## config.mk

```make
export PLATFORM = sky130hd
export DESIGN_NAME = linear_accum_scheduler
export DESIGN_NICKNAME = d
export VERILOG_FILES = /design/src/rtl/linear_accum_scheduler.sv
export SDC_FILE = /design/constraint.sdc
export NUM_CORES = 1
export LEC_CHECK = 0
export ABC_AREA = 1
export BUFFER_PORTS_ARGS = -buffer_cell sky130_fd_sc_hd__buf_2
export CAP_MARGIN = 5
export CORE_ASPECT_RATIO = 0.9
export CORE_MARGIN = 2
export CORE_UTILIZATION = 38
export DETAILED_ROUTE_END_ITERATION = 8
export HOLD_SLACK_MARGIN = 0.1
export PLACE_DENSITY_LB_ADDON = 0.12
export SKIP_CTS_REPAIR_TIMING = 1
export SYNTH_ARGS = -nofsm -noshare
export SYNTH_HDL_FRONTEND = slang
export SYNTH_SLANG_ARGS = --single-unit
```

## constraint.sdc

```tcl
create_clock -name clk -period 3.05 [get_ports clk]
set_clock_uncertainty 0.2 [all_clocks]
set_input_delay 0 -clock clk [delete_from_list [all_inputs] [get_ports clk]]
set_output_delay 0 -clock clk [all_outputs]
set_load 0.1 [all_outputs]
```

## src/rtl/linear_accum_scheduler.sv

```systemverilog
// Fully-connected layer scheduler. Takes pCHANNEL-wide input chunks from the
// upstream FIFO and sweeps each one across every output group. For each group
// it issues a weight-ROM read, then a PE enable one cycle later, then an
// accumulator write pPE_LATENCY cycles after that. After the last chunk the
// MAC pipeline drains, and the group results are streamed out under
// valid/ready.
module linear_accum_scheduler #(
   parameter  int pIN_FEATURE      = 6272,
   parameter  int pOUT_FEATURE     = 128,
   parameter  int pCHANNEL         = 32,
   parameter  int pOUTPUT_PARALLEL = 4,
   parameter  int pPE_LATENCY      = 3,
   localparam int NCHUNK = pIN_FEATURE / pCHANNEL,
   localparam int NGROUP = pOUT_FEATURE / pOUTPUT_PARALLEL,
   localparam int CW     = (NCHUNK > 1) ? $clog2(NCHUNK) : 1,
   localparam int GW     = (NGROUP > 1) ? $clog2(NGROUP) : 1,
   localparam int AW     = (NCHUNK * NGROUP > 1) ? $clog2(NCHUNK * NGROUP) : 1
) (
   input  logic          clk,
   input  logic          rst_n,
   input  logic          en,
   input  logic          in_valid,
   output logic          in_ready,
   output logic          w_rd_en,
   output logic [AW-1:0] w_addr,
   output logic          pe_en,
   output logic          acc_wr_en,
   output logic [GW-1:0] acc_addr,
   output logic          acc_clr,
   output logic          out_valid,
   input  logic          out_ready,
   output logic [GW-1:0] out_idx,
   output logic          done
);

   // state   | meaning
   // IDLE    | waiting for en
   // LOAD    | in_ready high, waiting for the next input chunk
   // COMPUTE | one output group per cycle: weight read + issue into MAC pipe
   // DRAIN   | all chunks issued, waiting for the last accumulator write
   // OUTPUT  | presenting finished group results downstream
   typedef enum logic [2:0] {
      ST_IDLE,
      ST_LOAD,
      ST_COMPUTE,
      ST_DRAIN,
      ST_OUTPUT
   } state_t;

   // Stage 0 lines up with pe_en; the last stage lines up with acc_wr_en.
   localparam int DEPTH = 1 + pPE_LATENCY;
   localparam logic [GW-1:0] LAST_GRP   = GW'(NGROUP - 1);
   localparam logic [CW-1:0] LAST_CHUNK = CW'(NCHUNK - 1);

   state_t                     r_state, w_state_nxt;
   logic [CW-1:0]              r_chunk, w_chunk_nxt;
   logic [GW-1:0]              r_grp, w_grp_nxt;
   logic [DEPTH-1:0]           r_dl_valid;
   logic [DEPTH-1:0]           r_dl_first;
   logic [DEPTH-1:0][GW-1:0]   r_dl_grp;

   logic                       w_last_grp;
   logic                       w_last_chunk;
   logic                       w_dl_empty;
   logic [AW-1:0]              w_row;

   assign w_last_grp   = (r_grp == LAST_GRP);
   assign w_last_chunk = (r_chunk == LAST_CHUNK);
   assign w_dl_empty   = ~|r_dl_valid;
   assign w_row        = AW'(r_chunk) * AW'(NGROUP) + AW'(r_grp);

   // State and loop counters.
   always_ff @(posedge clk or negedge rst_n) begin
      if (!rst_n) begin
         r_state <= ST_IDLE;
         r_chunk <= '0;
         r_grp   <= '0;
      end else begin
         r_state <= w_state_nxt;
         r_chunk <= w_chunk_nxt;
         r_grp   <= w_grp_nxt;
      end
   end

   // Next-state, counter updates and state-decoded outputs.
   always_comb begin
      w_state_nxt = r_state;
      w_chunk_nxt = r_chunk;
      w_grp_nxt   = r_grp;
      in_ready    = 1'b0;
      w_rd_en     = 1'b0;
      w_addr      = '0;
      out_valid   = 1'b0;
      out_idx     = '0;
      done        = 1'b0;
      case (r_state)
         ST_IDLE: begin
            if (en) w_state_nxt = ST_LOAD;
         end
         ST_LOAD: begin
            in_ready = 1'b1;
            if (in_valid) begin
               w_state_nxt = ST_COMPUTE;
               w_grp_nxt   = '0;
            end
         end
         ST_COMPUTE: begin
            w_rd_en = 1'b1;
            w_addr  = w_row;
            if (w_last_grp) begin
               w_grp_nxt = '0;
               if (w_last_chunk) begin
                  w_state_nxt = ST_DRAIN;
               end else begin
                  w_chunk_nxt = r_chunk + CW'(1);
                  w_state_nxt = ST_LOAD;
               end
            end else begin
               w_grp_nxt = r_grp + GW'(1);
            end
         end
         ST_DRAIN: begin
            if (w_dl_empty) begin
               w_state_nxt = ST_OUTPUT;
               w_grp_nxt   = '0;
            end
         end
         ST_OUTPUT: begin
            out_valid = 1'b1;
            out_idx   = r_grp;
            if (out_ready) begin
               if (w_last_grp) begin
                  done        = 1'b1;
                  w_chunk_nxt = '0;
                  w_grp_nxt   = '0;
                  // en still high at the final transfer chains straight into
                  // the next layer without an idle cycle.
                  w_state_nxt = en ? ST_LOAD : ST_IDLE;
               end else begin
                  w_grp_nxt = r_grp + GW'(1);
               end
            end
         end
         default: w_state_nxt = ST_IDLE;
      endcase
   end

   // MAC pipeline tracker: carries {valid, group, first-chunk} from the weight
   // read to the accumulator write so clear/write strobes line up with the data.
   always_ff @(posedge clk or negedge rst_n) begin
      if (!rst_n) begin
         r_dl_valid <= '0;
         r_dl_first <= '0;
         r_dl_grp   <= '0;
      end else begin
         r_dl_valid <= {r_dl_valid[DEPTH-2:0], w_rd_en};
         r_dl_first <= {r_dl_first[DEPTH-2:0], (r_chunk == '0)};
         r_dl_grp   <= {r_dl_grp[DEPTH-2:0], r_grp};
      end
   end

   assign pe_en     = r_dl_valid[0];
   assign acc_wr_en = r_dl_valid[DEPTH-1];
   assign acc_addr  = r_dl_valid[DEPTH-1] ? r_dl_grp[DEPTH-1] : '0;
   assign acc_clr   = r_dl_valid[DEPTH-1] & r_dl_first[DEPTH-1];

endmodule

```

==> flow_summary.json, run 1 <==
{
  "place_congestion": 0.818,
  "ant_nets": 0,
  "clkSinkCount": 44,
  "mostFrequentLayoutCells": "nand2_1 (66), dfrtp_1 (44), nor2_1 (35)",
  "fillers": 527,
  "vias_per_cell": 4.40,
  "vdd_drop_max_uv": 625,
  "p_int_w": 0.00118,
  "setup_viol": 0,
  "worstHoldPathType": "input pin to flip-flop",
  "crit_buf_inv": 2,
  "detail_route.wirelength_microns": 3860,
  "htree_levels": 2,
  "path_class": "flip-flop to flip-flop",
  "synth_area_per_cell_sq_um": 8.56,
  "layout-drive-gt1-share_pct": 22.7,
  "combinationalPowerShare_pct": 41.0,
  "leakagePower_nw": 1.38,
  "antenna_found_initial": 0,
  "cts-root-buf": "clkbuf_8",
  "dr.pass1.iters": 4,
  "tightest_slew_ns": 0.953,
  "yosysTopAreaCell": "dfrtp_1",
  "dpl_cell_area_sq_mm": 0.00231,
  "syn_nets": 252,
  "worst_setup_path_end_kind": "flip-flop",
  "clockBufferDepth": 2,
  "ys.warnings.count": 0,
  "drtIter0Drc": 86,
  "coreArea_sq_mm": 0.00526,
  "diodes": 0,
  "critPathMaxStageDelay_ns": 0.56,
  "setup_ws_ns": 0.609,
  "die_area_sq_mm": 0.00606,
  "period_share_pct": 80.0,
  "portBuffers": 34,
  "ios": 35,
  "cap_violations": 0,
  "tritoncts": "yes",
  "final_common_cell": "nand2_1",
  "fmax_ghz": 0.410,
  "rsz0062_at_grt": "no",
  "syn_area_sq_mm": 0.00207,
  "critPathLaunchType": "flip-flop",
  "crit_required_ns": 3.09,
  "p_sw_share_pct": 45.3,
  "start_util_pct": 39.4,
  "track_usage_pct": 13.7,
  "finalPower_w": 0.00215,
  "synth.area.top_cells": "dfrtp_1 (53%), nand2_1 (12%), nor2_1 (6.3%), inv_1 (5.8%), nand3_1 (4.1%)",
  "dp_hpwl_microns": 2790,
  "slowest_stage": "dlygate4sd3_1",
  "nNetsFinal": 295,
  "slew_violations": 0,
  "pwr-share-clk_pct": 20.9,
  "pre_cts_ws_ns": 1.06,
  "outcome": "completed",
  "powerDensity_mw_per_mm2": 870,
  "seq_area_frac_synth_pct": 53.2,
  "synth_seq_cells": 44,
  "grt_max_degree": 45,
  "fp.dieH_microns": 74.0,
  "clkTransAtPathRegs_ns": 0.09,
  "slew_headroom_pct": 36.4,
  "syn_inst": 242,
  "cp_top_family": "simple AND/OR/NAND/NOR gates",
  "cts_made_buffers": 5,
  "switchingPower_w": 0.000972,
  "finalHoldViolCount": 0,
  "fin_setup_tns_ns": 0,
  "yosysUniqueCellTypes": 22,
  "cp_max_fo": 7,
  "grt_overflow": 0,
  "crit_chain": "ha_1, nand2_1, nor2_1, ha_1, inv_1, nand3_1, nand2_2, nor2_4, nand3b_1, dlygate4sd3_1, nand2_1",
  "worst_skew_pair.late_latency_ns": 0.29,
  "p_seq_share_pct": 38.0,
  "finalInstanceArea_sq_mm": 0.00247,
  "fin_crit_ns": 2.44,
  "synth_top_area_share_pct": 53.2,
  "grt_pass1_vias": 1333,
  "rows": 25,
  "drc": 0,
  "vias": 1553,
  "wl_per_cell_microns": 10.9,
  "grt_pass1_wl_microns": 6310,
  "cp.arrival_ns": 2.48,
  "area_growth_pct": 19.2,
  "die_w_microns": 81.8
}
-- worst min-delay path, delay by kind of cell --
family          cells  cell delay, ns
compound gates      1            0.17
buf+inv             2            0.13
simple gates        3            0.30
-- power by group through the flow --
stage | clock (W) | sequential (W) | combinational (W)
after global routing | 0.000498 | 0.000839 | 0.000973
after CTS | 0.000468 | 0.000819 | 0.000870
after floorplan | 0 | 0.000866 | 0.000666
after global placement | 0 | 0.000830 | 0.000880
after detailed placement | 0 | 0.000831 | 0.000866
final | 0.000449 | 0.000817 | 0.000881
-- synth_stat cells (all sizes together) --
library cell,instances
nand3,18
o21ai,8
ha,5
a21oi,6
buf,2
nor3b,1
nand4,1
or2,1
nor3,1
dfrtp,44
nand2,77
nand3b,2
inv,33
nor2,43
-- state kept, by name (all words and copies together) (netlist names) --
signal and flops:
r_dl_grp 20, r_chunk 8, r_grp 5, r_dl_first 4, r_dl_valid 4, r_state 3
-- logic make-up (layout without fill, tap and decap cells) --
kind of cell,count (synthesis),in the layout,share of synthesized area (%)
AOI/OAI and AO/OA,14,14,3.38
adders and majority gates,5,5,3.02
buffers and inverters,35,79,6.77
DFF,44,44,53.2
and+or+nand+nor,144,144,33.7
-- path summary, 6_finish.rpt --
check	from	end	slack, ns	cells after the start
max	r_grp[0]	r_state[0]	0.61	11
min	out_ready	r_grp[4]	0.13	6
max reg2reg	r_grp[0]	r_state[0]	0.61	11
min reg2reg	r_dl_grp[3]	r_dl_grp[8]	0.15	0
max in group asynchronous	rst_n	r_dl_first[2]	1.86	2
min in group asynchronous	rst_n	r_grp[4]	0.19	2
-- metrics by stage --
stage | cells | util (%) | hold WS, ns
after floorplan | 242 | - | -0.496
after global placement | 341 | 44.0 | 0.0146
after detailed placement | 341 | 44.0 | 0.00665
after CTS | 349 | 46.2 | -0.317
after global routing | 353 | 47.0 | 0.154
final | 353 | 47.0 | 0.132
-- final cells by class --
cell class	count	area, sq um	share of cell area [%]
flip-flops and latches	44	1100	44.6
inverters	33	124	5.02
repair buffers	38	210	8.51
well taps	67	83.8	3.40
clock inverters	3	46.3	1.88
multi-input cells	163	835	33.8
clock buffers	5	68.8	2.79
-- layer usage --
metal	track usage (%)	wire (microns)
met1	19.5	1940
met5	0	0
met4	3.33	25
met2	20.3	1720
met3	4.73	168
Power figures use the tool's default switching activity.
==> inputs of run 2 (changes only) <==
clock period = 2.2 ns   (was 3.05 ns; I/O delays follow)
==> run 2 against run 1 <==
Net effect:
- sequential share of layout area shrank 0.53 points
- die area is the same
- count of clock-buffer cells in the layout unchanged
- non-clock buffer count rose by 2
- flip-flop and latch count stayed put
- register-to-register slack worse by 0.41 ns
- setup slack lost 0.43 ns
- first-iteration DRC count rose by 3.5%
- routed wire length grew 4.5%
- critical path depth decreased by 7
- final area is 1.3% higher
- highest routed layer unchanged
==> flow_summary.json, run 2 (synthesis results as in run 1) <==
{
  "setup_viol": 0,
  "grt_overflow": 0,
  "tightest_slew_ns": 0.555,
  "clkTransAtPathRegs_ns": 0.08,
  "ios": 35,
  "dp_cells": 344,
  "nNetsFinal": 297,
  "p_int_w": 0.00162,
  "cts-root-buf": "clkbuf_8",
  "clkSinkCount": 44,
  "place_congestion": 0.836,
  "ff2ff_setup_slack_ns": 0.20,
  "ant_nets": 0,
  "p_sw_share_pct": 45.5,
  "vdd_drop_max_uv": 699,
  "worstHoldPathType": "input pin to asynchronous set/reset pin",
  "area_growth_pct": 20.8,
  "htree_levels": 2,
  "drc": 0,
  "mostFrequentLayoutCells": "nand2_1 (66), dfrtp_1 (43), buf_2 (33)",
  "detail_route.wirelength_microns": 4030,
  "rows": 25,
  "start_util_pct": 39.4,
  "clockBufferDepth": 2,
  "combinationalPowerShare_pct": 41.4,
  "vias": 1563,
  "top_register": "r_dl_grp",
  "cp_max_fo": 16,
  "largest_reg_flops": 20,
  "diodes": 0,
  "r2r_cells": 11,
  "critPathCapture": "w_addr[11]",
  "final_common_cell": "nand2_1",
  "worst_setup_path_end_kind": "output pin",
  "track_usage_pct": 14.7,
  "p_seq_share_pct": 37.6,
  "vias_per_cell": 4.40,
  "layout-drive-gt1-share_pct": 25.7,
  "crit_start": "r_state[0]",
  "portBuffers": 34,
  "wl_per_cell_microns": 11.4,
  "pre_cts_ws_ns": 0.184,
  "slew_headroom_pct": 63.0,
  "pwr-share-clk_pct": 20.9,
  "period_share_pct": 92.1,
  "reg_top3": "r_dl_grp: 20 flops, r_chunk: 8 flops, r_grp: 5 flops",
  "die_w_microns": 81.8,
  "r2r-start": "r_grp[0]",
  "grt_pass1_vias": 1393,
  "worst_skew_pair.late_latency_ns": 0.29,
  "slew_violations": 0,
  "grt_pass1_wl_microns": 6640,
  "fmax_ghz": 0.494,
  "grt_max_degree": 45,
  "outcome": "completed",
  "leakagePower_nw": 1.39,
  "antenna_found_initial": 0,
  "setup_ws_ns": 0.174,
  "fp.dieH_microns": 74.0,
  "cp.arrival_ns": 1.83,
  "fin_cells": 355,
  "finalPower_w": 0.00298,
  "drtIter0Drc": 89,
  "tritoncts": "yes",
  "rsz0062_at_grt": "no",
  "die_area_sq_mm": 0.00606,
  "coreArea_sq_mm": 0.00526,
  "finalHoldViolCount": 0,
  "switchingPower_w": 0.00136,
  "cts_made_buffers": 5,
  "powerDensity_mw_per_mm2": 1190,
  "cap_violations": 0,
  "path_class": "flip-flop to output pin",
  "fin_setup_tns_ns": 0,
  "dr.pass1.iters": 4,
  "critPathLaunchType": "flip-flop",
  "dp_hpwl_microns": 2890,
  "crit_required_ns": 2.00,
  "final_util_pct": 47.6,
  "fin_crit_ns": 2.03,
  "reg2reg_to": "r_chunk[7]"
}
run 2: final cells by class:
type	count	area, sq um
multi-input cells	163	847
inverters	33	124
clock inverters	3	46.3
well taps	67	83.8
flip-flops and latches	44	1100
clock buffers	5	68.8
fillers	523	2750
repair buffers	40	229
run 2: worst min path at each step:
| stage | startpoint | end | slack (ns) | cells past startpoint |
|---|---|---|---|---|
| global route | r_dl_grp[7] | r_dl_grp[12] | 0.16 | 0 |
| finish | rst_n | r_grp[3] | 0.09 | 3 |
| floorplan | rst_n | r_chunk[0] | -0.50 | 0 |
| detailed placement | rst_n | r_grp[3] | -0.09 | 2 |
| CTS | rst_n | r_grp[3] | -0.41 | 2 |
| global placement | rst_n | r_grp[3] | -0.09 | 2 |
run 2: layer usage:
metal,wire length [microns],global-route usage (%),vias up
met1,2040,20.9,707
met5,0,0,-
met3,117,3.28,5
li1,-,-,831
met2,1820,21.8,20
met4,57,6.11,0
run 2: power groups by stage:
stage / combinational (W) / clock [W] / sequential [W]
after global routing: 0.00136 / 0.000685 / 0.00115
after global placement: 0.00124 / 0 / 0.00114
final: 0.00124 / 0.000624 / 0.00112
after CTS: 0.00125 / 0.000642 / 0.00112
after detailed placement: 0.00124 / 0 / 0.00114
after floorplan: 0.000928 / 0 / 0.00120
run 2: critical path, cell delays in order (launching register included):
cell	delay [ns]
dfrtp_1	0.48
nor2_4	0.16
nand2_2	0.25
nor2_4	0.20
buf_2	0.45
run 2: through the flow:
stage | area (sq um) | hold slack (ns)
finish | 2500 | 0.0903
CTS | 2460 | -0.411
global route | 2500 | 0.162
floorplan | 2090 | -0.496
detailed placement | 2350 | -0.0856
global placement | 2350 | -0.0874
==> inputs of run 3 (changes only) <==
SKIP_CTS_REPAIR_TIMING = unset   (was 1)
clock period = 2.5 ns   (was 2.2 ns; I/O delays follow)
==> run 3 against run 2 <==
Net effect:
- final area down 0.15%
- combinational power shrank 9.7%
- first-iteration DRC count increased by 28%
- final cell count rose by 0.28%
- critical path type is now flip-flop to flip-flop
- critical endpoint is now r_state[0]
- die area is the same
- highest routed layer unchanged
==> flow_summary.json, run 3 (synthesis results as in run 1) <==
{
  "worst_skew_pair.late_latency_ns": 0.29,
  "reg_top3": "r_dl_grp: 20 flops, r_chunk: 8 flops, r_grp: 5 flops",
  "grt_overflow": 0,
  "cts_made_buffers": 5,
  "layout-drive-gt1-share_pct": 23.9,
  "die_area_sq_mm": 0.00606,
  "tritoncts": "yes",
  "detail_route.wirelength_microns": 3980,
  "path_class": "flip-flop to flip-flop",
  "start_util_pct": 39.4,
  "fin_cells": 356,
  "area_growth_pct": 20.6,
  "cts-root-buf": "clkbuf_8",
  "grt_max_degree": 45,
  "setup_ws_ns": 0.125,
  "largest_reg_flops": 20,
  "mostFrequentLayoutCells": "nand2_1 (66), dfrtp_1 (43), nor2_1 (35)",
  "ios": 35,
  "period_share_pct": 95.0,
  "antenna_found_initial": 0,
  "worst_setup_path_end_kind": "flip-flop",
  "slew_violations": 0,
  "fin_crit_ns": 2.37,
  "critPathLaunchType": "flip-flop",
  "crit_required_ns": 2.49,
  "final_common_cell": "nand2_1",
  "tightest_slew_ns": 0.947,
  "worstHoldPathType": "input pin to flip-flop",
  "slowest_stage": "dlygate4sd3_1",
  "powerDensity_mw_per_mm2": 1070,
  "dp_hpwl_microns": 2800,
  "portBuffers": 34,
  "htree_levels": 2,
  "fmax_ghz": 0.421,
  "nNetsFinal": 298,
  "vias_per_cell": 4.46,
  "dr.pass1.iters": 4,
  "grt_pass1_vias": 1398,
  "top_register": "r_dl_grp",
  "crit_buf_inv": 2,
  "ant_nets": 0,
  "outcome": "completed",
  "cp_max_fo": 7,
  "finalHoldViolCount": 0,
  "crit_chain": "ha_1, nand2_1, nor2_1, ha_1, inv_1, nand3_1, nand2_4, nor2_4, nand3b_1, dlygate4sd3_1, nand2_1",
  "drtIter0Drc": 114,
  "slew_headroom_pct": 36.9,
  "track_usage_pct": 14.1,
  "fp.dieH_microns": 74.0,
  "setup_viol": 0,
  "pre_cts_ws_ns": 0.507,
  "cap_violations": 0,
  "dp_cells": 341,
  "die_w_microns": 81.8,
  "drc": 0,
  "leakagePower_nw": 1.39,
  "place_congestion": 0.818,
  "rows": 25,
  "finalInstanceArea_sq_mm": 0.00250,
  "clkSinkCount": 44,
  "wl_per_cell_microns": 11.2,
  "critPathMaxStageDelay_ns": 0.55,
  "cp_top_family": "buffers and inverters",
  "cp.arrival_ns": 2.36,
  "grt_pass1_wl_microns": 6510,
  "dpl_cell_area_sq_mm": 0.00231,
  "coreArea_sq_mm": 0.00526,
  "fin_setup_tns_ns": 0,
  "diodes": 0,
  "vdd_drop_max_uv": 938,
  "clockBufferDepth": 2,
  "clkTransAtPathRegs_ns": 0.09,
  "vias": 1586
}
[run 3: worst paths after layout]
path	startpoint	to	slack, ns	cells past startpoint
min in group asynchronous	rst_n	r_grp[4]	0.19	2
hold / removal	out_ready	r_grp[4]	0.13	6
setup reg to reg	r_grp[0]	r_state[0]	0.13	11
setup / recovery	r_grp[0]	r_state[0]	0.13	11
max in group asynchronous	rst_n	r_grp[0]	1.27	2
hold reg to reg	r_dl_grp[3]	r_dl_grp[8]	0.15	0
[run 3: per-layer routing]
| layer | vias up | track usage, % | wire length [microns] |
|---|---|---|---|
| met2 | 26 | 21.0 | 1790 |
| met3 | 4 | 3.64 | 111 |
| met1 | 723 | 19.8 | 2040 |
| met5 | - | 0 | 0 |
| li1 | 833 | - | - |
| met4 | 0 | 5.37 | 34 |
[run 3: cell type report]
class / instances / area (sq um)
fillers: 535 / 2760
repair buffers: 41 / 233
clock buffers: 5 / 68.8
flip-flops and latches: 44 / 1100
inverters: 33 / 124
well taps: 67 / 83.8
clock inverters: 3 / 46.3
multi-input cells: 163 / 840
[run 3: per-stage QoR]
step	utilization [%]	hold WS, ns	total power, W
6_report	47.5	0.126	0.00267
5_1_grt	47.5	0.159	0.00286
4_1_cts	47.0	0.116	0.00265
3_5_place_dp	44.0	0.0185	0.00207
3_3_place_gp	44.0	0.0145	0.00209
2_1_floorplan	-	-0.496	0.00187
[run 3: power by group]
group	internal, W	switching, W	total, W
Clock	0.000301	0.000250	0.000551
Combinational	0.000299	0.000821	0.00112
Sequential	0.000862	0.000135	0.000997
[run 3: what timing repair did]
| action | 4_1_cts | 5_1_grt |
|---|---|---|
| gates resized for setup | 0 | 2 |
| hold endpoints to repair | 52 | 0 |
| endpoints found under the setup margin | 0 | 1 |
| hold buffers | 4 | 0 |
| buffers inserted | 0 | 3 |
[run 3: worst min-delay path, delay by kind of cell]
family	cells	cell delay, ns
compound gates	1	0.17
simple gates	3	0.29
buf+inv	2	0.12
